`config.mk`:
```
export PLATFORM = sky130hd
export DESIGN_NAME = muldiv_unit
export DESIGN_NICKNAME = d
export VERILOG_FILES = /design/src/rtl/muldiv_unit_pkg.sv /design/src/rtl/mdu_div_core.sv /design/src/rtl/muldiv_unit.sv
export SDC_FILE = /design/constraint.sdc
export NUM_CORES = 2
export LEC_CHECK = 0
export BUFFER_PORTS_ARGS = -buffer_cell sky130_fd_sc_hd__buf_4
export CAP_MARGIN = 20
export CELL_PAD_IN_SITES_DETAIL_PLACEMENT = 1
export CELL_PAD_IN_SITES_GLOBAL_PLACEMENT = 2
export CORE_ASPECT_RATIO = 1.25
export CORE_MARGIN = 2
export CORE_UTILIZATION = 45
export CTS_CLUSTER_SIZE = 8
export DETAILED_ROUTE_END_ITERATION = 12
export HOLD_SLACK_MARGIN = 0.1
export PLACE_DENSITY = 0.95
export SKIP_LAST_GASP = 1
export SLEW_MARGIN = 20
export SYNTH_ARGS = -nofsm -noshare
export SYNTH_HDL_FRONTEND = slang
export SYNTH_SLANG_ARGS = --single-unit
```
`constraint.sdc`:
```
create_clock -name clk -period 5.8 [get_ports clk]
set_input_delay 0.58 -clock clk [delete_from_list [all_inputs] [get_ports clk]]
set_output_delay 0.58 -clock clk [all_outputs]
set_load 0.01 [all_outputs]
```
`src/rtl/muldiv_unit_pkg.sv`:
```
// Shared types for the multiply/divide unit: operation codes and FSM states.
package muldiv_unit_pkg;

    typedef enum logic [2:0] {
        MD_MULT  = 3'd0,
        MD_MULTU = 3'd1,
        MD_DIV   = 3'd2,
        MD_DIVU  = 3'd3,
        MD_MTHI  = 3'd4,
        MD_MTLO  = 3'd5
    } mdu_op_t;

    typedef enum logic [1:0] {
        S_IDLE = 2'd0,
        S_MUL  = 2'd1,
        S_DIV  = 2'd2,
        S_FIX  = 2'd3
    } mdu_state_t;

    // Signed variants sign-extend (MULT) or take magnitudes (DIV).
    function automatic logic op_is_signed(input mdu_op_t op);
        return (op == MD_MULT) || (op == MD_DIV);
    endfunction

endpackage

```
`src/rtl/mdu_div_core.sv`:
```
// Iterative unsigned restoring divider: one quotient bit per cycle, WIDTH cycles.
module mdu_div_core #(
    parameter int unsigned WIDTH = 32
) (
    input  logic             clk,
    input  logic             resetn,
    input  logic             i_start,
    input  logic             i_abort,
    input  logic [WIDTH-1:0] i_a,
    input  logic [WIDTH-1:0] i_b,
    output logic             o_last,
    output logic             o_valid,
    output logic [WIDTH-1:0] o_q,
    output logic [WIDTH-1:0] o_r
);

    localparam int unsigned CntW = $clog2(WIDTH);

    logic [WIDTH-1:0] r_q;
    logic [WIDTH-1:0] r_rem;
    logic [WIDTH-1:0] r_b;
    logic [CntW-1:0]  r_cnt;
    logic             r_busy;
    logic             r_valid;
    logic [WIDTH:0]   w_shift;
    logic [WIDTH:0]   w_diff;

    // Partial remainder shifted left with the next dividend bit, then trial-subtracted.
    always_comb begin
        w_shift = {r_rem, r_q[WIDTH-1]};
        w_diff  = w_shift - {1'b0, r_b};
        o_last  = r_busy && (r_cnt == CntW'(WIDTH - 1));
    end

    // Iteration state; a negative trial difference restores the shifted remainder.
    always_ff @(posedge clk or negedge resetn) begin
        if (!resetn) begin
            r_q     <= '0;
            r_rem   <= '0;
            r_b     <= '0;
            r_cnt   <= '0;
            r_busy  <= 1'b0;
            r_valid <= 1'b0;
        end else if (i_abort) begin
            r_busy  <= 1'b0;
            r_valid <= 1'b0;
        end else if (i_start) begin
            r_q     <= i_a;
            r_rem   <= '0;
            r_b     <= i_b;
            r_cnt   <= '0;
            r_busy  <= 1'b1;
            r_valid <= 1'b0;
        end else if (r_busy) begin
            r_q   <= {r_q[WIDTH-2:0], ~w_diff[WIDTH]};
            r_rem <= w_diff[WIDTH] ? w_shift[WIDTH-1:0] : w_diff[WIDTH-1:0];
            r_cnt <= r_cnt + CntW'(1);
            if (o_last) begin
                r_busy  <= 1'b0;
                r_valid <= 1'b1;
            end
        end else begin
            r_valid <= 1'b0;
        end
    end

    assign o_valid = r_valid;
    assign o_q     = r_q;
    assign o_r     = r_rem;

endmodule

```
`src/rtl/muldiv_unit.sv`:
```
// Multi-cycle multiply/divide unit owning the HI/LO registers.
module muldiv_unit
    import muldiv_unit_pkg::*;
#(
    parameter int unsigned WIDTH      = 32,
    parameter int unsigned MUL_STAGES = 3
) (
    input  logic             clk,
    input  logic             resetn,
    input  logic             req_valid,
    output logic             req_ready,
    input  mdu_op_t          req_op,
    input  logic [WIDTH-1:0] req_a,
    input  logic [WIDTH-1:0] req_b,
    input  logic             flush,
    output logic             busy,
    output logic             done,
    output logic [WIDTH-1:0] hi,
    output logic [WIDTH-1:0] lo
);

    localparam int unsigned CntW = (MUL_STAGES > 1) ? $clog2(MUL_STAGES) : 1;

    mdu_state_t         r_state;
    mdu_state_t         w_state_next;
    logic [CntW-1:0]    r_mul_cnt;
    logic [2*WIDTH-1:0] r_prod;
    logic [WIDTH-1:0]   r_hi;
    logic [WIDTH-1:0]   r_lo;
    logic [WIDTH-1:0]   r_div_a;
    logic               r_neg_q;
    logic               r_neg_r;
    logic               r_div0;
    logic               r_done;

    logic               w_accept;
    logic               w_is_signed;
    logic               w_a_neg;
    logic               w_b_neg;
    logic [WIDTH-1:0]   w_abs_a;
    logic [WIDTH-1:0]   w_abs_b;
    logic [2*WIDTH-1:0] w_mul_a;
    logic [2*WIDTH-1:0] w_mul_b;
    logic               w_mul_last;
    logic               w_mt_write;
    logic               w_mul_write;
    logic               w_fix_write;
    logic               w_div_start;
    logic               w_div_last;
    logic               w_div_valid;
    logic [WIDTH-1:0]   w_div_q;
    logic [WIDTH-1:0]   w_div_r;
    logic [WIDTH-1:0]   w_q_fix;
    logic [WIDTH-1:0]   w_r_fix;

    // Operand conditioning: 2*WIDTH extension for the product, magnitudes for the divider.
    always_comb begin
        w_is_signed = op_is_signed(req_op);
        w_a_neg     = w_is_signed & req_a[WIDTH-1];
        w_b_neg     = w_is_signed & req_b[WIDTH-1];
        w_mul_a     = {{WIDTH{w_a_neg}}, req_a};
        w_mul_b     = {{WIDTH{w_b_neg}}, req_b};
        w_abs_a     = w_a_neg ? -req_a : req_a;
        w_abs_b     = w_b_neg ? -req_b : req_b;
        w_q_fix     = r_neg_q ? -w_div_q : w_div_q;
        w_r_fix     = r_neg_r ? -w_div_r : w_div_r;
        w_mul_last  = (r_mul_cnt == CntW'(MUL_STAGES - 1));
        w_accept    = req_valid && req_ready && !flush;
        w_div_start = w_accept && ((req_op == MD_DIV) || (req_op == MD_DIVU));
    end

    mdu_div_core #(
        .WIDTH (WIDTH)
    ) u_div_core (
        .clk     (clk),
        .resetn  (resetn),
        .i_start (w_div_start),
        .i_abort (flush),
        .i_a     (w_abs_a),
        .i_b     (w_abs_b),
        .o_last  (w_div_last),
        .o_valid (w_div_valid),
        .o_q     (w_div_q),
        .o_r     (w_div_r)
    );

    // FSM state register.
    always_ff @(posedge clk or negedge resetn) begin
        if (!resetn) begin
            r_state <= S_IDLE;
        end else begin
            r_state <= w_state_next;
        end
    end

    // FSM next state; flush from any busy state returns to idle.
    always_comb begin
        w_state_next = r_state;
        case (r_state)
            S_IDLE: begin
                if (w_accept && ((req_op == MD_MULT) || (req_op == MD_MULTU))) begin
                    w_state_next = S_MUL;
                end else if (w_div_start) begin
                    w_state_next = S_DIV;
                end
            end
            S_MUL: begin
                if (flush || w_mul_last) begin
                    w_state_next = S_IDLE;
                end
            end
            S_DIV: begin
                if (flush) begin
                    w_state_next = S_IDLE;
                end else if (w_div_last) begin
                    w_state_next = S_FIX;
                end
            end
            S_FIX:   w_state_next = S_IDLE;
            default: w_state_next = S_IDLE;
        endcase
    end

    // FSM outputs and HI/LO write strobes; flush suppresses any pending write.
    always_comb begin
        req_ready   = (r_state == S_IDLE);
        busy        = (r_state != S_IDLE);
        w_mt_write  = w_accept && ((req_op == MD_MTHI) || (req_op == MD_MTLO));
        w_mul_write = (r_state == S_MUL) && w_mul_last && !flush;
        w_fix_write = (r_state == S_FIX) && w_div_valid && !flush;
    end

    // Operand/result capture, HI/LO update and the registered done pulse.
    always_ff @(posedge clk or negedge resetn) begin
        if (!resetn) begin
            r_mul_cnt <= '0;
            r_prod    <= '0;
            r_hi      <= '0;
            r_lo      <= '0;
            r_div_a   <= '0;
            r_neg_q   <= 1'b0;
            r_neg_r   <= 1'b0;
            r_div0    <= 1'b0;
            r_done    <= 1'b0;
        end else begin
            r_done <= w_mt_write | w_mul_write | w_fix_write;
            if (w_accept) begin
                r_mul_cnt <= '0;
                r_prod    <= w_mul_a * w_mul_b;
                r_div_a   <= req_a;
                r_neg_q   <= w_a_neg ^ w_b_neg;
                r_neg_r   <= w_a_neg;
                r_div0    <= (req_b == '0);
            end else if (r_state == S_MUL) begin
                r_mul_cnt <= r_mul_cnt + CntW'(1);
            end
            if (w_mt_write) begin
                if (req_op == MD_MTHI) begin
                    r_hi <= req_a;
                end else begin
                    r_lo <= req_a;
                end
            end else if (w_mul_write) begin
                {r_hi, r_lo} <= r_prod;
            end else if (w_fix_write) begin
                // Divide by zero leaves the raw dividend in HI, all ones in LO.
                if (r_div0) begin
                    r_hi <= r_div_a;
                    r_lo <= '1;
                end else begin
                    r_hi <= w_r_fix;
                    r_lo <= w_q_fix;
                end
            end
        end
    end

    assign done = r_done;
    assign hi   = r_hi;
    assign lo   = r_lo;

endmodule

```
[Word level (Yosys, flattened, before mapping)]
Cells that the tools add are included.
W data, S select, Z words.
Operators by class
  $add $sub $neg: 7
  $mul: 1
  eq/ne operators: 16
  muxes and demuxes: 37
  bitwise operators: 7
  reductions and logical operators: 28
Operators with widths (count)
  $mux W32: 19
  $neg A32 Y32: 4
  $mul A33 B33 Y64: 1
  $sub A33 B32 Y33: 1
  $logic_not A32 Y1: 1
  $mux W2: 7
  $logic_and A1 B1 Y1: 10
  $mux W5: 2
  $mux W1: 8
  $pmux W2 S4: 1
  $reduce_and A2 Y1: 4
  $eq A2 B2 Y1 const B: 3
  $eq A3 B2 Y1 const B: 2
  $eq A3 B3 Y1 const B: 2
  $reduce_bool A2 Y1: 3
  $add A5 B1 Y5 const B: 1
  $eq A5 B5 Y1 const B: 1
  $logic_or A1 B1 Y1: 5
  $ne A2 B2 Y1 const B: 2
  $ne A4 B2 Y1 const B: 1
  $eq A3 B1 Y1 const B: 1
  $logic_not A3 Y1: 1
  $ne A3 B1 Y1 const B: 1
  $ne A3 B2 Y1 const B: 1
  11 further kinds: 14
Word-level totals
  register bits after elaboration: 271
  input port bits: 71
  output and inout bits: 67

[Logic depth before layout (Yosys ltp)]
  depth in word-level cells: 7
  mapped depth: 32
  mapped depth without buffers: 29

[Cells and area by module]
Synthesis repeated with hierarchy kept, for this count alone.
Unflattened totals
  cell total of the unflattened synthesis: 6123
  area, all modules: 54123.2 um^2
Modules (own cells, without submodules)
  muldiv_unit: instances 1, cells an instance 5456, area an instance 47976.0 um^2, seq. area each 4204.0 um^2
  mdu_div_core: instances 1, cells an instance 667, area an instance 6147.1 um^2, seq. area each 2577.5 um^2

[Least setup slack after synthesis]
No wires, ideal clock.
  path kind: input-to-reg
  start: in req_a[31]
  end: reg r_prod[63]
  setup time: 120 ps
  arrival time: 8599 ps
  path slack: -2919 ps
  cell stages on the path: 27
  buffers on the path: 4
  cell sequence: clkbuf_1 and2_1 buf_1 buf_1 nand2_1 inv_1 fa_1 fa_1 fa_1 inv_1 fa_1 fa_1 fa_1 fa_1 fa_1 inv_1 ha_1 clkbuf_1 nand4_1 nor4_1 nand4_1 o2111ai_1 a311oi_1 o31ai_1 a21boi_0 or4_1 and3b_1
Between the ends
  cells in the longest elaborated chain, start to end: 2
RTL lines
  from (decl): RTL line muldiv_unit.sv:13  | input logic [WIDTH-1:0] req_a,
  $and A1 B1 Y1: RTL line muldiv_unit.sv:59  | w_a_neg = w_is_signed & req_a[WIDTH-1];
  $mul A33 B33 Y64 *: RTL line muldiv_unit.sv:149  | r_prod <= w_mul_a * w_mul_b;
  to (signal assigned): RTL line muldiv_unit.sv:149
  to (decl): RTL line muldiv_unit.sv:27  | logic [2*WIDTH-1:0] r_prod;
Mark *: on every way between the ends. The rest lies on a longest branch, timed or not.
A chain may end at the register's enable or synchronous reset.

[Worst setup path in the final report]
  start: in req_op[0]
  end: reg r_prod[62]
Between the ends
  cells in the longest elaborated chain, start to end: 4
  elaborated cells on any way between the ends: 6
  classes of those cells: mul: 1; eq/ne: 1; bitwise: 2; reduce/logical: 2
RTL lines
  from (decl): RTL line muldiv_unit.sv:12  | input mdu_op_t req_op,
  $eq A3 B2 Y1 or $logic_not A3 Y1 (tied branches): RTL line muldiv_unit_pkg.sv:22  | return (op == MD_MULT) || (op == MD_DIV);
  $logic_or A1 B1 Y1 *: RTL line muldiv_unit_pkg.sv:22
  $and A1 B1 Y1 (on tied branches): RTL line muldiv_unit.sv:59, muldiv_unit.sv:60
  $mul A33 B33 Y64 *: RTL line muldiv_unit.sv:149
Marked as above.

==> run metrics <==
Multi-input gate area=roughly 0.043 mm^2; DPL Wire Length=168,000 um; WL per Instance=28.5 um; async set-reset flop share out of synthesis=1.00; vias in the first global route=54,635; skew final=0.0238 ns; CP Class=in -> reg; fill count=13,614; most frequent cells in the layout=1,148 x inv_1, 1,135 x nand2_1, 1,068 x fa_1; most frequent CP cell=fa_1; hold violation count in the final report=0; Inserted Clock Buffers=39; Hold Crit Class=in -> reg; 1st-pass router iterations=5; post-route ant nets=0; Clock transition at path regs=0.05 ns; clock sinks=271; Seq. cell area=0.00678 mm^2; normalized max-slew margin=0.305; Detailed Route WL=approximately 230,000 um; flops & latches, synth=about 270; EDFF count, synth=0; Max-Cap Viols=0; I/O pin count=138; Iter 0 DRT Violations=4,556; Placed Area=0.0610 mm^2; global-route wire length before repair=around 320,000 um; initial antenna violation count=7; largest net degree at the start of global routing=160; final-stage net count=8,088; slowest CP cell=or4_4; min-delay src=flush; CP Launch Type=primary input; area delta synth->final=19.4%; Crit Path Max Fanout=5; Root Driver=clkbuf_16; Total GRT Usage=0.347; worst r2r src=u_div_core.o_q[31]; min Tclk post-route=7.90 ns; CP top delay family=adder cells; post-synthesis cell count=6,196; most common cell after layout, fill and taps aside=inv_1; Die Y=slightly below 400 um; critical path endpoint category=flop; row cnt=142; Starting Density=0.453; GPL Wtd Cong=0.964; Congestion Overflow GR=0; Crit path buffers/inverters=10; RSZ-0062 raised after global routing=yes; Netlist cell types=87; share of layout cells above drive strength 1=0.181; via/cell ratio=5.99; TritonCTS clock tree=done; main flop type after synthesis=dfrtp_1; Worst Path Arrival=around 8.3 ns; Pins Over Slew Limit=0; Worst-Skew Late Latency=0.55 ns; CP peak stage delay=0.61 ns; post-synthesis xor/xnor area fraction=0.0367; synthesized area per cell=8.74 um^2; final setup vio count=52; violated checks=setup timing; FMAX=127 MHz; Final Cycle Share=1.36; core area=0.120 mm^2; DRC=0; PortBufs=137; multiplexer area fraction after synthesis=0.00781; post-synthesis compound-gate area fraction=0.0852; final instance area=0.0647 mm^2; main combinational cell family by area after synthesis=adder cells; sequential fraction of the synthesis area=0.125; PnR worst setup slack=-2.10 ns; Die Span X=314 um; Critical Path RT=slightly above 6 ns; Max Buffers Root-to-Sink=3; via count=49,346; status=finished with violations; H-Tree Level Count=2; Synth warnings=0; Synth Area in Simple Gates=0.160; Netlist Area Pre-Place=0.0542 mm^2; adder-cell area share of the yosys netlist=0.474; syn nets=7,644; worst setup path start=req_op[0]; Slew @ Worst Pin=1.04 ns; Die ar.=0.123 mm^2
## registers in the layout (all words and copies together), names as in the netlist
signal              cells
r_prod                 64
hi                     32
lo                     32
r_div_a                32
u_div_core.o_q         32
u_div_core.o_r         32
u_div_core.r_b         32
u_div_core.r_cnt        5
r_mul_cnt               2
r_state                 2
done                    1
r_div0                  1
r_neg_q                 1
r_neg_r                 1
u_div_core.o_valid      1
u_div_core.r_busy       1
## Yosys cell counts (all sizes together) (3+ instances only)
cell type / instances / share of area
or4: 14 / 0.0020
fa: 1126 / 0.42
nand2b: 31 / 0.0039
xor2: 84 / 0.014
nand2: 1148 / 0.080
inv: 1193 / 0.083
nor4b: 3 / 0.00060
a211oi: 13 / 0.0019
nor4: 9 / 0.0012
ha: 251 / 0.058
and3: 34 / 0.0039
nor3b: 5 / 0.00079
and2: 289 / 0.033
buf: 66 / 0.0049
a31oi: 68 / 0.0081
o31ai: 34 / 0.0051
clkbuf: 339 / 0.023
a31o: 3 / 0.00049
xnor2: 141 / 0.023
o221ai: 19 / 0.0031
and4: 6 / 0.00097
o2111ai: 3 / 0.00049
a21o: 42 / 0.0058
nand4: 27 / 0.0031
nor2: 230 / 0.016
a221oi: 3 / 0.00060
nand3: 42 / 0.0039
o211ai: 45 / 0.0062
a311oi: 4 / 0.00065
mux2i: 40 / 0.0074
o41ai: 16 / 0.0036
a41oi: 4 / 0.00065
o21a: 8 / 0.0011
o22ai: 10 / 0.0012
nor3: 34 / 0.0031
a21boi: 3 / 0.00042
a21oi: 204 / 0.019
o21ai: 240 / 0.022
or2: 6 / 0.00069
nor2b: 18 / 0.0021
dfrtp: 271 / 0.13
nand3b: 5 / 0.00069
o21bai: 11 / 0.0016
or3: 29 / 0.0034
## layout make-up
cell class | instances | area share
antenna | 6 | 0.000232
clock buffer | 42 | 0.0156
clock inverter | 2 | 0.000387
inverter | 1194 | 0.0696
multi-input combinational | 4326 | 0.668
sequential | 271 | 0.105
tap | 1584 | 0.0307
timing repair buffer | 808 | 0.111
## metrics by stage
step	TNS [ns]	utilization	setup slack, ns	hold slack (ns)	cells
2_1_floorplan	-58.30	-	-2.06	0.284	6196
3_3_place_gp	-89.84	0.510	-2.37	0.457	8112
3_5_place_dp	-100.15	0.510	-2.67	0.467	8112
4_1_cts	-55.74	0.532	-1.83	0.269	8186
5_1_grt	-85.05	0.541	-2.25	0.310	8228
6_report	-77.95	0.541	-2.10	0.281	8233
## per-layer routing
metal  track usage  wire length (um)
met4         0.190             20200
met5             0                34
met3        0.0651             21900
met1         0.407             80900
met2         0.599            111000
## cells by family after synthesis
family | Yosys count
simple gates | 1934
fa+ha+maj | 1377
flops | 271
mux | 42
xor+xnor | 225
compound gates | 748
buf+inv | 1599
## path summary, 6_finish.rpt
| check | slack, ns | to | depth (start not counted) |
|---|---|---|---|
| setup / recovery | -2.10 | r_prod[62] | 32 |
| hold / removal | 0.28 | r_state[1] | 2 |
| hold reg to reg | 0.48 | u_div_core.r_b[27] | 2 |
| min in group asynchronous | 0.56 | u_div_core.o_r[22] | 2 |
| setup reg to reg | 1.80 | u_div_core.o_r[5] | 15 |
| max in group asynchronous | 3.88 | u_div_core.o_q[28] | 3 |
## worst register-to-register path: cells and delay by family, from the launching register on
kind	cells	cell delay, ns
AOI/OAI and AO/OA	8	1.79
muxes	1	0.29
adders and majority gates	2	0.59
DFF	1	0.42
buffers and inverters	3	0.61
xor gates and xnor gates	1	0.16
## repair_timing
item	4_1_cts	5_1_grt
cloned	1	0
pin swaps	133	82
gates resized for setup	303	173
hold buffers	1	0
hold endpoints to repair	58	0
setup buffers	30	43
setup endpoints to repair	53	53
Power is not shown: default switching activity piles up to over one toggle a cycle in this logic, so the estimate is an artifact.
